==> config.mk <==
export PLATFORM = sky130hd
export DESIGN_NAME = lin_bus_fabric
export DESIGN_NICKNAME = d
export VERILOG_FILES = /design/src/rtl/lin_pkg.sv /design/src/rtl/lin_bus_timer.sv /design/src/rtl/lin_bus_fabric.sv
export SDC_FILE = /design/constraint.sdc
export NUM_CORES = 1
export LEC_CHECK = 0
export BUFFER_PORTS_ARGS = -buffer_cell sky130_fd_sc_hd__buf_2
export CAP_MARGIN = 20
export CELL_PAD_IN_SITES_DETAIL_PLACEMENT = 0
export CELL_PAD_IN_SITES_GLOBAL_PLACEMENT = 1
export CORE_MARGIN = 2
export CORE_UTILIZATION = 35
export DETAILED_ROUTE_END_ITERATION = 6
export PLACE_DENSITY_LB_ADDON = 0.1
export SLEW_MARGIN = 10
export SYNTH_ARGS = -nofsm -noshare
export SYNTH_HDL_FRONTEND = slang
export SYNTH_SLANG_ARGS = --single-unit
==> constraint.sdc <==
create_clock -name clk -period 1.7 [get_ports clk]
set_clock_uncertainty 0.2 [all_clocks]
set_input_delay 0.34 -clock clk [delete_from_list [all_inputs] [get_ports clk]]
set_output_delay 0.34 -clock clk [all_outputs]
set_load 0.05 [all_outputs]
==> src/rtl/lin_pkg.sv <==
// Shared constants, FSM state type and helpers for the LIN bus fabric.
package lin_pkg;

  localparam int unsigned LIN_WORD_W = 10;
  localparam logic [LIN_WORD_W-1:0] LIN_BREAK     = 10'h000;
  localparam logic [LIN_WORD_W-1:0] LIN_RECESSIVE = 10'h3FF;
  localparam logic [7:0]            LIN_SYNC      = 8'h55;

  typedef enum logic [2:0] {
    IDLE,
    SYNC,
    PID,
    DATA,
    CKSUM
  } lin_state_t;

  // Response length in data bytes, selected by identifier bits [5:4].
  function automatic logic [3:0] lin_data_len(input logic [1:0] id_hi);
    case (id_hi)
      2'b10:   return 4'd4;
      2'b11:   return 4'd8;
      default: return 4'd2;
    endcase
  endfunction

  // Returns {P1, P0} for a 6-bit identifier.
  function automatic logic [1:0] lin_pid_parity(input logic [5:0] id);
    return {~(id[1] ^ id[3] ^ id[4] ^ id[5]), id[0] ^ id[1] ^ id[2] ^ id[4]};
  endfunction

endpackage

==> src/rtl/lin_bus_timer.sv <==
// Saturating up-counter with synchronous clear; at_limit is high while count == LIMIT.
module lin_bus_timer
  import lin_pkg::*;
#(
  parameter int unsigned CNT_W = 16,
  parameter int unsigned LIMIT = 4000
) (
  input  logic clk,
  input  logic reset,
  input  logic clr,
  output logic at_limit
);

  logic [CNT_W-1:0] cnt;

  always_ff @(posedge clk) begin
    if (reset || clr) begin
      cnt <= '0;
    end else if (cnt != CNT_W'(LIMIT)) begin
      cnt <= cnt + 1'b1;
    end
  end

  assign at_limit = (cnt == CNT_W'(LIMIT));

endmodule

==> src/rtl/lin_bus_fabric.sv <==
// Word-level LIN bus: wired-AND merge of one master and NUM_SLAVES slaves plus frame tracking.
// Optional PID parity checking is enabled by defining LIN_PID_PARITY_CHECK_EN.
module lin_bus_fabric
  import lin_pkg::*;
#(
  parameter int unsigned NUM_SLAVES   = 2,
  parameter int unsigned IDLE_TIMEOUT = 4000,
  parameter int unsigned RESP_TIMEOUT = 200,
  parameter int unsigned CNT_W        = 16
) (
  input  logic                             clk,
  input  logic                             reset,
  input  logic [LIN_WORD_W-1:0]            m_tx_word,
  input  logic                             m_tx_valid,
  input  logic [LIN_WORD_W*NUM_SLAVES-1:0] s_tx_word,
  input  logic [NUM_SLAVES-1:0]            s_tx_valid,
  output logic [LIN_WORD_W-1:0]            bus_word,
  output logic                             bus_valid,
  output logic                             header_rcvd,
  output logic [5:0]                       pid,
  output logic                             frame_done,
  output logic                             collision,
  output logic                             framing_err,
  output logic                             resp_timeout,
  output logic                             bus_inactive
);

  logic [LIN_WORD_W-1:0] and_w;
  logic [LIN_WORD_W-1:0] or_w;
  logic                  any_valid;

  // Drivers disagree exactly when the AND and OR of their words differ.
  always_comb begin
    and_w     = '1;
    or_w      = '0;
    any_valid = m_tx_valid;
    if (m_tx_valid) begin
      and_w = and_w & m_tx_word;
      or_w  = or_w | m_tx_word;
    end
    for (int unsigned k = 0; k < NUM_SLAVES; k++) begin
      if (s_tx_valid[k]) begin
        and_w     = and_w & s_tx_word[LIN_WORD_W*k +: LIN_WORD_W];
        or_w      = or_w | s_tx_word[LIN_WORD_W*k +: LIN_WORD_W];
        any_valid = 1'b1;
      end
    end
  end

  always_ff @(posedge clk) begin
    if (reset) begin
      bus_word  <= LIN_RECESSIVE;
      bus_valid <= 1'b0;
      collision <= 1'b0;
    end else begin
      bus_valid <= any_valid;
      collision <= any_valid && (and_w != or_w);
      if (any_valid) begin
        bus_word <= and_w;
      end
    end
  end

  lin_state_t state;
  logic [3:0] len;
  logic [3:0] byte_cnt;
  logic       byte_ok;
  logic       pid_par_ok;
  logic       in_resp;
  logic       resp_due;

  assign byte_ok = ~bus_word[0] & bus_word[9];
  assign in_resp = (state == DATA) || (state == CKSUM);

`ifdef LIN_PID_PARITY_CHECK_EN
  assign pid_par_ok = (bus_word[8:7] == lin_pid_parity(bus_word[6:1]));
`else
  assign pid_par_ok = 1'b1;
`endif

  lin_bus_timer #(
    .CNT_W (CNT_W),
    .LIMIT (IDLE_TIMEOUT)
  ) u_idle_timer (
    .clk      (clk),
    .reset    (reset),
    .clr      (bus_valid),
    .at_limit (bus_inactive)
  );

  // Limit is one short so the timeout registers on the edge where the gap reaches RESP_TIMEOUT.
  lin_bus_timer #(
    .CNT_W (CNT_W),
    .LIMIT (RESP_TIMEOUT - 1)
  ) u_resp_timer (
    .clk      (clk),
    .reset    (reset),
    .clr      (bus_valid | ~in_resp),
    .at_limit (resp_due)
  );

  always_ff @(posedge clk) begin
    if (reset) begin
      state        <= IDLE;
      pid          <= '0;
      len          <= 4'd2;
      byte_cnt     <= '0;
      header_rcvd  <= 1'b0;
      frame_done   <= 1'b0;
      framing_err  <= 1'b0;
      resp_timeout <= 1'b0;
    end else begin
      header_rcvd  <= 1'b0;
      frame_done   <= 1'b0;
      framing_err  <= 1'b0;
      resp_timeout <= 1'b0;
      if (bus_valid) begin
        if (bus_word == LIN_BREAK) begin
          state <= SYNC;
        end else if (!byte_ok) begin
          framing_err <= 1'b1;
          state       <= IDLE;
        end else begin
          case (state)
            IDLE: ;
            SYNC: begin
              if (bus_word[8:1] == LIN_SYNC) begin
                state <= PID;
              end else begin
                framing_err <= 1'b1;
                state       <= IDLE;
              end
            end
            PID: begin
              if (pid_par_ok) begin
                pid         <= bus_word[6:1];
                len         <= lin_data_len(bus_word[6:5]);
                byte_cnt    <= '0;
                header_rcvd <= 1'b1;
                state       <= DATA;
              end else begin
                framing_err <= 1'b1;
                state       <= IDLE;
              end
            end
            DATA: begin
              byte_cnt <= byte_cnt + 1'b1;
              if (byte_cnt + 1'b1 == len) begin
                state <= CKSUM;
              end
            end
            CKSUM: begin
              frame_done <= 1'b1;
              state      <= IDLE;
            end
            default: state <= IDLE;
          endcase
        end
      end else if (in_resp && resp_due) begin
        resp_timeout <= 1'b1;
        state        <= IDLE;
      end
    end
  end

endmodule

==> reports/metrics.cfg <==
[outcome]
status=finished with violations
violations=negative setup slack

[grt]
antenna_found_initial=0
grt_pass1_vias=2865
grtUsageTotal=0.1608
grt_pass1_wl_um=13070
grt_start_max_net_pins=18
grt.overflow.total=0

[die]
num_rows=35
core-area_mm2=0.009240
initial_utilization=0.3614
ioPinCount=58
dieWidth_um=101.7
dieArea_mm2=0.01034
die_h_um=101.7

[logic_synthesis]
yosysUniqueCellTypes=56
synth_seq_area_share=0.3837
postSynthAreaPerCell_um2=8.742
syn_nets=421
async_flop_share=0
synth_edf_count=0
syn_area_mm2=0.003339
synth-seq-cells=64
synthFlopType=dfxtp_1
synthCells=382
ys_warn_count=0

[setup_path]
startpoint_type=flop
required_ns=1.16
worstPathArrival_ns=1.40
worst_setup_path_end_kind=output pin
critical_path_peak_fanout=3
crit_type=flop to output pin

[drt]
first_iter_violations=69
wl_um=8015
via_count=3007
viasPerCell=4.781
dr.pass1.iters=4
drtAntennaViolNets=0
drc=0
wl_per_cell_um=12.74

[finish]
syn2layout_area_growth_pct=37.65
drive_gt1_frac=0.4000
design_area_mm2=0.004597
antenna_cells=0
fillers=911
nNetsFinal=534

[worst_hold_path]
min_path_type=input pin to flop

[placement]
io_buffers=57
globalplace.congestion=0.7703
place.detailed.hpwl_um=5939
place_area_mm2=0.004163

[pwr]
peakVddDrop_v=0.0004818
p_leak_nw=1.778
p_per_area_mw_per_mm2=688.9

[timing]
finalSetupViolations=1
fmax_ghz=0.5156
rsz0062_at_grt=yes
final.setup.worst_slack_ns=-0.2394
maxSlewViolCount=0
hold_violations=0
worst_pin_slew_ns=0.3604
setup-tns-final_ns=-0.2394
period_needed_ns=1.939
finalCritPeriodShare=1.141
max_slew_margin=0.7575
timing.hold.ws_ns=0.06506

[clock_network]
cts_sinks=64
clk_pin_slew_ns=0.08
cts_root_buf=clkbuf_8
clock_latency_ns=0.34
cts_max_level=3
cts_buffer_depth=2
cts_buffers=9
cts_tree=built

[flow_run]
max_cap_violations=0

[registers in the layout (all words and copies together) (netlist names), 3 cells and up]
signal / cells
pid: 6
byte_cnt: 4
state: 3
u_resp_timer.cnt: 16
u_idle_timer.cnt: 16
bus_word: 10
len: 3
[cells in the final DEF, fill, tap and decap left out, drive strengths merged, types with 2 or more instances in the layout]
cell and instances:
nand3 14, dfxtp 64, nand2 39, clkbuf 10, nor4 11, o21ai 15, nor3b 3, clkinvlp 3
nor4b 3, xor2 34, clkinv 4, inv 10, a21oi 18, or3 7, and3 8, nand2b 11
xnor2 24, nor2 52, a221oi 2, ha 4, or2 2, and4 2, nor3 7, buf 114
nand4 7, o221ai 11, mux2i 2, and2 3
[where the power goes]
group	internal [mW]	switching, mW	total (mW)	leakage (nW)
Sequential	1.53	0.0287	1.55	0.528
Combinational	0.169	0.250	0.420	1.17
Clock	0.570	0.623	1.19	0.0845
[stage by stage]
step                      worst slack, ns  cells  total power [mW]  utilization
after global placement           -0.06991    610             2.001       0.4505
after detailed placement          -0.1173    610             2.002       0.4505
final                             -0.2394    629             3.167       0.4975
after CTS                         -0.2790    626             3.221       0.4733
after floorplan                  0.007694    382             1.819            -
after global routing              -0.3248    629             3.322       0.4975
[synth_stat cells (3+ instances only)]
| cell type | number | area [um^2] |
|---|---|---|
| nand4_1 | 5 | 31.28 |
| and3_1 | 8 | 50.05 |
| ha_1 | 4 | 50.05 |
| and2_1 | 3 | 18.77 |
| nor4_1 | 9 | 56.30 |
| nor3_1 | 5 | 25.02 |
| clkbuf_1 | 6 | 22.52 |
| nor2_2 | 11 | 68.82 |
| or3_1 | 6 | 37.54 |
| buf_2 | 3 | 15.01 |
| o221ai_1 | 11 | 96.34 |
| nand2b_1 | 11 | 68.82 |
| inv_1 | 10 | 37.54 |
| dfxtp_1 | 64 | 1281 |
| nor2_1 | 41 | 153.9 |
| nand3_1 | 12 | 60.06 |
| o21ai_0 | 14 | 70.07 |
| nand2_1 | 39 | 146.4 |
| xor2_1 | 34 | 297.8 |
| xnor2_1 | 24 | 210.2 |
| a21oi_1 | 18 | 90.09 |
[layout make-up]
cell class / instances / area [um^2] / area share
clock inverter: 6 / 45.04 / 0.009799
multi-input combinational: 295 / 2160 / 0.4698
sequential: 64 / 1313 / 0.2855
timing repair buffer: 114 / 739.5 / 0.1609
tap: 129 / 161.4 / 0.03511
inverter: 11 / 41.29 / 0.008982
clock buffer: 10 / 137.6 / 0.02994
[metal layers]
metal / routed length, um / track usage / vias to the layer above / share of wire
met4: 56 / 0.04678 / 0 / 0.0070
met1: 3672 / 0.1907 / 1385 / 0.46
met2: 3909 / 0.2788 / 59 / 0.49
li1: - / - / 1559 / -
met5: 0 / 0 / - / 0
met3: 377 / 0.04969 / 4 / 0.047
[logic make-up after synthesis]
family          synth area share
simple gates              0.2945
flops                     0.3837
xor+xnor                  0.1521
buf+inv                  0.03035
fa+ha+maj                0.01499
compound gates            0.1150
mux                     0.009367
[critical path, stage by stage, from the launching register on]
cell,delay (ns)
dfxtp_2,0.35
nor4b_4,0.27
nand3_2,0.12
nor2_4,0.15
buf_8,0.15
[final timing paths]
check                           start      endpoint  slack (ns)  depth (start not counted)
setup / recovery  u_idle_timer.cnt[2]  bus_inactive       -0.24                          4
hold / removal                  reset      state[2]        0.07                          2
setup reg to reg          byte_cnt[1]      state[1]        0.07                          6
hold reg to reg                pid[4]        pid[4]        0.26                          2
[timing repair]
action                                  4_1_cts  5_1_grt
pin swaps                                     3       19
setup buffers                                 0        3
gates resized for setup                       7       46
gates cloned                                  0        0
endpoints found under the setup margin        4       20
hold buffers                                  0        0
No activity file was read; power rests on OpenSTA's default activity.
